$ cat config.mk
export PLATFORM = sky130hd
export DESIGN_NAME = booth_radix4_multiplier_flat
export DESIGN_NICKNAME = d
export VERILOG_FILES = /design/src/rtl/booth_radix4_multiplier_pkg.sv /design/src/rtl/booth_radix4_multiplier_if.sv /design/src/rtl/booth_radix4_multiplier_recoder.sv /design/src/rtl/booth_radix4_multiplier.sv /design/src/flat_wrapper.sv
export SDC_FILE = /design/constraint.sdc
export NUM_CORES = 1
export LEC_CHECK = 0
export ABC_AREA = 1
export CAP_MARGIN = 10
export CORE_MARGIN = 10
export CORE_UTILIZATION = 55
export CTS_CLUSTER_SIZE = 40
export DETAILED_ROUTE_END_ITERATION = 7
export PLACE_DENSITY = 0.84
export SETUP_SLACK_MARGIN = 0.2
export SLEW_MARGIN = 20
export SYNTH_ARGS = -nofsm -noshare
export SYNTH_HDL_FRONTEND = slang
export SYNTH_SLANG_ARGS = --single-unit
export TNS_END_PERCENT = 30
$ cat constraint.sdc
create_clock -name clk -period 3.39 [get_ports clk]
set_input_delay 0.339 -clock clk [delete_from_list [all_inputs] [get_ports clk]]
set_output_delay 0.339 -clock clk [all_outputs]
set_load 0.005 [all_outputs]
$ cat src/rtl/booth_radix4_multiplier_pkg.sv
// Shared types for the radix-4 Booth multiplier.
//   state_t     : controller states
//   digit_t     : recoded radix-4 Booth digit
//   iter_count  : radix-4 steps needed for an N-bit operand (N/2+1)
package booth_pkg;

    typedef enum logic [1:0] {
        ST_IDLE,
        ST_INIT,
        ST_ITER,
        ST_DONE
    } state_t;

    typedef enum logic [2:0] {
        ZERO,
        POS1,
        POS2,
        NEG1,
        NEG2
    } digit_t;

    // Operands are extended to N+2 bits, i.e. (N+2)/2 digit windows.
    function automatic int unsigned iter_count(input int unsigned n);
        return n / 2 + 1;
    endfunction

endpackage

$ cat src/rtl/booth_radix4_multiplier_if.sv
// Operand/result handshake bundle of the radix-4 Booth multiplier.
//   master (controller) drives : load, recieved, is_signed, A, B
//   slave  (multiplier) drives : busy, init, done, C
interface booth_radix4_multiplier_if #(
    parameter int unsigned N = 32
);

    logic             load;
    logic             recieved;
    logic             is_signed;
    logic [N-1:0]     A;
    logic [N-1:0]     B;
    logic             busy;
    logic             init;
    logic             done;
    logic [2*N-1:0]   C;

    modport master (
        output load, recieved, is_signed, A, B,
        input  busy, init, done, C
    );

    modport slave (
        input  load, recieved, is_signed, A, B,
        output busy, init, done, C
    );

endinterface

$ cat src/rtl/booth_radix4_multiplier_recoder.sv
// Radix-4 Booth recoder: turns a 3-bit window {Q[1],Q[0],Q_1} and the
// extended multiplicand into a signed partial product.
//   win   : {Q[1], Q[0], Q_1}
//   mx    : multiplicand, N+2 bits, already sign/zero extended
//   pp_c  : digit * mx, N+4 bits signed (combinational)
module booth_r4_recoder
    import booth_pkg::*;
#(
    parameter int unsigned N = 32
) (
    input  logic [2:0]          win,
    input  logic signed [N+1:0] mx,
    output logic signed [N+3:0] pp_c
);

    digit_t              digit;
    logic signed [N+3:0] mx_ext;

    // Window to digit
    always_comb begin
        digit = ZERO;
        case (win)
            3'b001, 3'b010: digit = POS1;
            3'b011:         digit = POS2;
            3'b100:         digit = NEG2;
            3'b101, 3'b110: digit = NEG1;
            default:        digit = ZERO;
        endcase
    end

    // Digit to partial product; two guard bits keep +/-2Mx in range
    always_comb begin
        mx_ext = {{2{mx[N+1]}}, mx};
        pp_c   = '0;
        case (digit)
            POS1:    pp_c = mx_ext;
            POS2:    pp_c = mx_ext <<< 1;
            NEG1:    pp_c = -mx_ext;
            NEG2:    pp_c = -(mx_ext <<< 1);
            default: pp_c = '0;
        endcase
    end

endmodule

$ cat src/rtl/booth_radix4_multiplier.sv
// Sequential radix-4 Booth multiplier, signed or unsigned per operation.
// Retires two multiplier bits per cycle; result valid ITER+2 cycles after
// load is sampled.
//   clk : clock, rising edge
//   rst : synchronous active-high reset
//   bus : slave side of booth_radix4_multiplier_if
//         in  load, recieved, is_signed, A, B
//         out busy, init, done, C (all registered)
module booth_radix4_multiplier
    import booth_pkg::*;
#(
    parameter int unsigned N = 32
) (
    input  logic                      clk,
    input  logic                      rst,
    booth_radix4_multiplier_if.slave  bus
);

    localparam int unsigned ITER  = iter_count(N);
    localparam int unsigned CNT_W = $clog2(ITER);
    localparam int unsigned AW    = N + 4;
    localparam int unsigned QW    = N + 2;

    if ((N % 2) != 0 || N < 4) begin : g_bad_width
        $fatal(1, "booth_radix4_multiplier: N must be even and >= 4");
    end

    state_t                state_q, state_d;
    logic signed [AW-1:0]  acc_q;
    logic signed [AW-1:0]  pp_c;
    logic signed [AW-1:0]  sum_c;
    logic signed [QW-1:0]  mx_q;
    logic [QW-1:0]         q_q;
    logic                  q_1_q;
    logic [CNT_W-1:0]      cnt_q;
    logic                  busy_q;
    logic                  init_q;
    logic                  done_q;
    logic [2*N-1:0]        c_q;

    booth_r4_recoder #(.N(N)) u_recoder (
        .win  ({q_q[1], q_q[0], q_1_q}),
        .mx   (mx_q),
        .pp_c (pp_c)
    );

    assign sum_c = acc_q + pp_c;

    // State register
    always_ff @(posedge clk) begin
        if (rst) state_q <= ST_IDLE;
        else     state_q <= state_d;
    end

    // Next state; DONE is only left once the result has been published
    always_comb begin
        state_d = state_q;
        case (state_q)
            ST_IDLE: if (bus.load) state_d = ST_INIT;
            ST_INIT: state_d = ST_ITER;
            ST_ITER: if (cnt_q == '0) state_d = ST_DONE;
            ST_DONE: if (done_q && bus.recieved) state_d = ST_IDLE;
            default: state_d = ST_IDLE;
        endcase
    end

    // Datapath and registered outputs
    always_ff @(posedge clk) begin
        if (rst) begin
            acc_q  <= '0;
            mx_q   <= '0;
            q_q    <= '0;
            q_1_q  <= 1'b0;
            cnt_q  <= '0;
            busy_q <= 1'b0;
            init_q <= 1'b0;
            done_q <= 1'b0;
            c_q    <= '0;
        end else begin
            busy_q <= (state_d != ST_IDLE);
            init_q <= (state_q == ST_INIT);
            case (state_q)
                ST_INIT: begin
                    mx_q  <= bus.is_signed ? {{2{bus.A[N-1]}}, bus.A} : {2'b00, bus.A};
                    q_q   <= bus.is_signed ? {{2{bus.B[N-1]}}, bus.B} : {2'b00, bus.B};
                    acc_q <= '0;
                    q_1_q <= 1'b0;
                    cnt_q <= CNT_W'(ITER - 1);
                end
                ST_ITER: begin
                    // Arithmetic shift right by 2 of {ACC+pp, Q, Q_1}
                    acc_q <= {{2{sum_c[AW-1]}}, sum_c[AW-1:2]};
                    q_q   <= {sum_c[1:0], q_q[QW-1:2]};
                    q_1_q <= q_q[1];
                    cnt_q <= cnt_q - CNT_W'(1);
                end
                ST_DONE: begin
                    // First DONE cycle publishes the product
                    if (!done_q) begin
                        c_q    <= {acc_q[N-3:0], q_q};
                        done_q <= 1'b1;
                    end else if (bus.recieved) begin
                        done_q <= 1'b0;
                    end
                end
                default: ;
            endcase
        end
    end

    assign bus.busy = busy_q;
    assign bus.init = init_q;
    assign bus.done = done_q;
    assign bus.C    = c_q;

endmodule

$ cat src/flat_wrapper.sv
// flat-port wrapper written by rule: the top's interface ports become plain ports
module booth_radix4_multiplier_flat import booth_pkg::*;
#(
    parameter int unsigned N = 32
)
  (clk, rst, bus_load, bus_recieved, bus_is_signed, bus_A, bus_B, bus_busy, bus_init, bus_done, bus_C);
  booth_radix4_multiplier_if #(.N(N)) bus_i ();
  input  logic clk;
  input  logic rst;
  input wire logic [$bits(bus_i.load)-1:0] bus_load;
  input wire logic [$bits(bus_i.recieved)-1:0] bus_recieved;
  input wire logic [$bits(bus_i.is_signed)-1:0] bus_is_signed;
  input wire logic [$bits(bus_i.A)-1:0] bus_A;
  input wire logic [$bits(bus_i.B)-1:0] bus_B;
  output wire logic [$bits(bus_i.busy)-1:0] bus_busy;
  output wire logic [$bits(bus_i.init)-1:0] bus_init;
  output wire logic [$bits(bus_i.done)-1:0] bus_done;
  output wire logic [$bits(bus_i.C)-1:0] bus_C;
  assign bus_i.load = bus_load;
  assign bus_i.recieved = bus_recieved;
  assign bus_i.is_signed = bus_is_signed;
  assign bus_i.A = bus_A;
  assign bus_i.B = bus_B;
  assign bus_busy = bus_i.busy;
  assign bus_init = bus_i.init;
  assign bus_done = bus_i.done;
  assign bus_C = bus_i.C;
  booth_radix4_multiplier #(.N(N)) u_core (.clk(clk), .rst(rst), .bus(bus_i));
endmodule
==> metrics.yaml <==
run_status:
  status: "finished clean"
timing:
  slew_headroom_pct: 38.97
  setup_ws_ns: 0.1440
  skew_ns: 0.01393
  setup_violations: 0
  finalWorstPathRequiredPeriod_ns: 3.246
  max_freq_mhz: 308.1
  report.final.slew_viol_count: 0
  holdWs_ns: 0.4769
  period_share_pct: 95.75
  rsz0062_at_grt: "yes"
  hold_viol: 0
  tightest_slew_ns: 0.9154
setup_path:
  slowest_delay_ns: 0.33
  cp-start-kind: "flop"
  arrival_ns: 3.55
  critPathKind: "flop to flop"
  regToRegStartpoint: "u_core.mx_q[1]"
  path_max_fanout: 4
  cp_num_buf_inv: 3
  worst_path_max_delay_cell: "dfxtp_2"
  endpoint_kind: "flop"
  timing.rr.end: "u_core.acc_q[18]"
  cp_cell_sequence: "inv_2, ha_4, nand2_2, nor2_4, inv_2, nor2_4, nand2_4, nor2_4, buf_6, xor2_4, o22ai_1, a21oi_1, o21ai_2, ha_4, a21oi_4, o21ai_2, a21o_1, a21oi_1, nand2_1, or2_2, nand3_1, a21oi_1"
  path_delay_family: "compound AO/OA/AOI/OAI gates"
  rr_worst_depth: 22
  required_ns: 3.69
  ff2ff_setup_slack_ns: 0.14
floorplan:
  ioPinCount: 136
  coreArea_um2: 18150
  die_y_um: 156.5
  die-area_um2: 24500
  rows: 49
  start_util_pct: 56.48
  die_w_um: 156.5
synthesis:
  synth_edf_count: 0
  synth_fp_nets: 1626
  yosysWarnings: 0
  synthArstFlopShare_pct: 0
  synth.ff_latch_count: 176
  synthTopCellsByArea: "dfxtp_1, nand2_1, a21oi_1"
  yosys-top-cells-count: "nand2_1, dfxtp_1, a21oi_1, nor2_1, inv_1"
  synth.cell_area_um2: 10250
  ys_dominant_reg_cell: "dfxtp_1"
  yosys.area.top_type: "dfxtp_1"
  syn_area_per_cell_um2: 6.766
  ys_seq_area_share_pct: 34.37
  yosysTopAreaCellShare_pct: 34.38
  synth.most_common_cell: "nand2_1"
  netlist_instances: 1515
  ys_types: 47
power_and_ir_drop:
  p_sw_share_pct: 33.70
  pwr-share-clk_pct: 36.3
  pwr_density_cell_nw_per_um2: 406.5
  p_switching_mw: 1.877
  combPwrFrac_pct: 23.5
  p_leak_nw: 5.835
  irDropWorstVdd_mv: 0.3464
  internal_power_mw: 3.693
  seqPwrFrac_pct: 40.2
global_route:
  grt_first_pass_wirelength_mm: 53.35
  grt_pass1_vias: 10690
  grt_start_max_net_pins: 100
  antenna_found_initial: 0
  grt_usage_pct: 26.76
  globalRouteOverflowTotal: 0
cts:
  clk_pin_slew_ns: 0.08
  cts_max_path_buffers: 2
  htreeDepth: 4
  cts_tree: "built"
  cts_root_buf: "clkbuf_16"
  numCtsBuffers: 17
  ctsHoldBuffers: 0
  clock-sinks: 176
  clk_latency_ns: 0.45
detailed_routing:
  drtPass1Iterations: 5
  drcViolationCount: 0
  ant_nets: 0
  wl_mm: 34.19
  via_per_inst: 5.737
  drt_iter0_drc: 741
  vias: 11060
  routedWlPerCell_um: 17.73
place:
  gp_congestion: 0.9647
  dp_hpwl_mm: 24.19
  io_buffers: 135
  place_ws_ns: -0.08054
cells_and_area:
  antenna_cells: 0
  synthToLayoutAreaGrowth_pct: 33.70
  drive_above_1_share_pct: 19.01
  final_nets: 1797
min_path:
  hold_class: "flop to flop"
  hold_start: "u_core.q_q[33]"
  hold_depth: 2
  hold_end: "u_core.bus.C[33]"
job:
  cap_violations: 0
-- flip-flops by register name, summed over array words and instances (netlist names) --
signal,flops
u_core.bus.C,64
u_core.acc_q,34
u_core.q_q,34
u_core.mx_q,33
u_core.cnt_q,5
u_core.state_q,2
u_core.bus.busy,1
u_core.bus.done,1
u_core.bus.init,1
u_core.q_1_q,1
-- area by class of cell --
class                           instances  area [um2]
Multi-Input combinational cell       1091        6586
Fill cell                            1468        4443
Sequential cell                       176        3525
Timing Repair Buffer                  220        2022
Inverter                              180       679.4
Clock buffer                           17       425.4
Tap cell                              229       286.5
Clock inverter                         15       180.2
-- worst min-delay path, delay by kind of cell, from the launching register on --
| kind | cells | cell delay, ns |
|---|---|---|
| flops | 1 | 0.31 |
| buf+inv | 1 | 0.06 |
| compound gates | 1 | 0.06 |
-- cells in the final DEF (no fill, tap or decap), drive strengths merged --
cell type	count
clkbuf	17
o2111ai	1
fa	1
nor3	19
a21boi	2
inv	183
a22oi	19
a21oi	170
buf	85
and3	2
nand2	308
a221o	2
a221oi	5
o221ai	40
a2bb2oi	1
nand3b	8
o22ai	7
nor4	2
xnor2	2
nand3	72
nor2	175
o211ai	5
or2	14
xor2	26
ha	41
clkinv	12
a31oi	1
dfxtp	176
o21a	5
a21o	2
clkdlybuf4s50	135
nand4	12
o21ai	148
o21bai	1
-- metrics by stage --
step / instance area (um2) / power (mW) / TNS (ns) / std cells / util, %
global route: 13700 / 5.798 / -0.2475 / 1928 / 75.52
global placement: 12120 / 3.368 / -0.07806 / 1873 / 66.79
CTS: 13030 / 5.445 / 0 / 1912 / 71.80
detailed placement: 12120 / 3.385 / -0.2122 / 1873 / 66.79
finish: 13700 / 5.570 / 0 / 1928 / 75.52
floorplan: 10250 / 2.996 / 0 / 1515 / -
-- how the worst max path moves through the flow --
stage,start,end,slack [ns],cells after the start
6_report,u_core.mx_q[1],u_core.acc_q[18],0.14,22
5_1_grt,u_core.mx_q[1],u_core.acc_q[31],-0.06,21
4_1_cts,u_core.mx_q[1],u_core.acc_q[28],0.16,18
3_5_place_dp,u_core.mx_q[1],u_core.acc_q[18],-0.08,22
3_3_place_gp,u_core.mx_q[1],u_core.acc_q[16],-0.08,17
2_1_floorplan,u_core.mx_q[1],u_core.acc_q[18],0.38,21
-- routing by layer --
metal,share of wire (%),GRT usage [%],vias to the layer above
met5,0,0,-
met4,3.6,12.67,0
met3,7.7,7.127,82
met2,48,45.09,421
met1,40,31.03,5136
li1,-,-,5421
-- logic make-up after synthesis --
logic type / Yosys count / synth area share [%]
XOR/XNOR: 28 / 2.393
AO/OA/AOI/OAI: 409 / 22.79
flip-flops: 176 / 34.38
AND/OR/NAND/NOR: 612 / 25.98
adder cells (fa/ha/maj): 42 / 5.200
buffers and inverters: 248 / 9.265
-- power groups by stage --
stage | Clock (mW) | Sequential [mW] | Combinational (mW)
3_5_place_dp | 0 | 2.28 | 1.10
3_3_place_gp | 0 | 2.28 | 1.09
6_report | 2.02 | 2.24 | 1.31
5_1_grt | 2.12 | 2.25 | 1.43
2_1_floorplan | 0 | 2.27 | 0.727
4_1_cts | 2.03 | 2.24 | 1.17
-- what timing repair did --
item	4_1_cts	5_1_grt
pin swaps	10	39
setup buffers	7	16
endpoints found under the setup margin	26	29
gates resized for setup	68	128
Note: power is estimated with default switching activity, not from simulation.
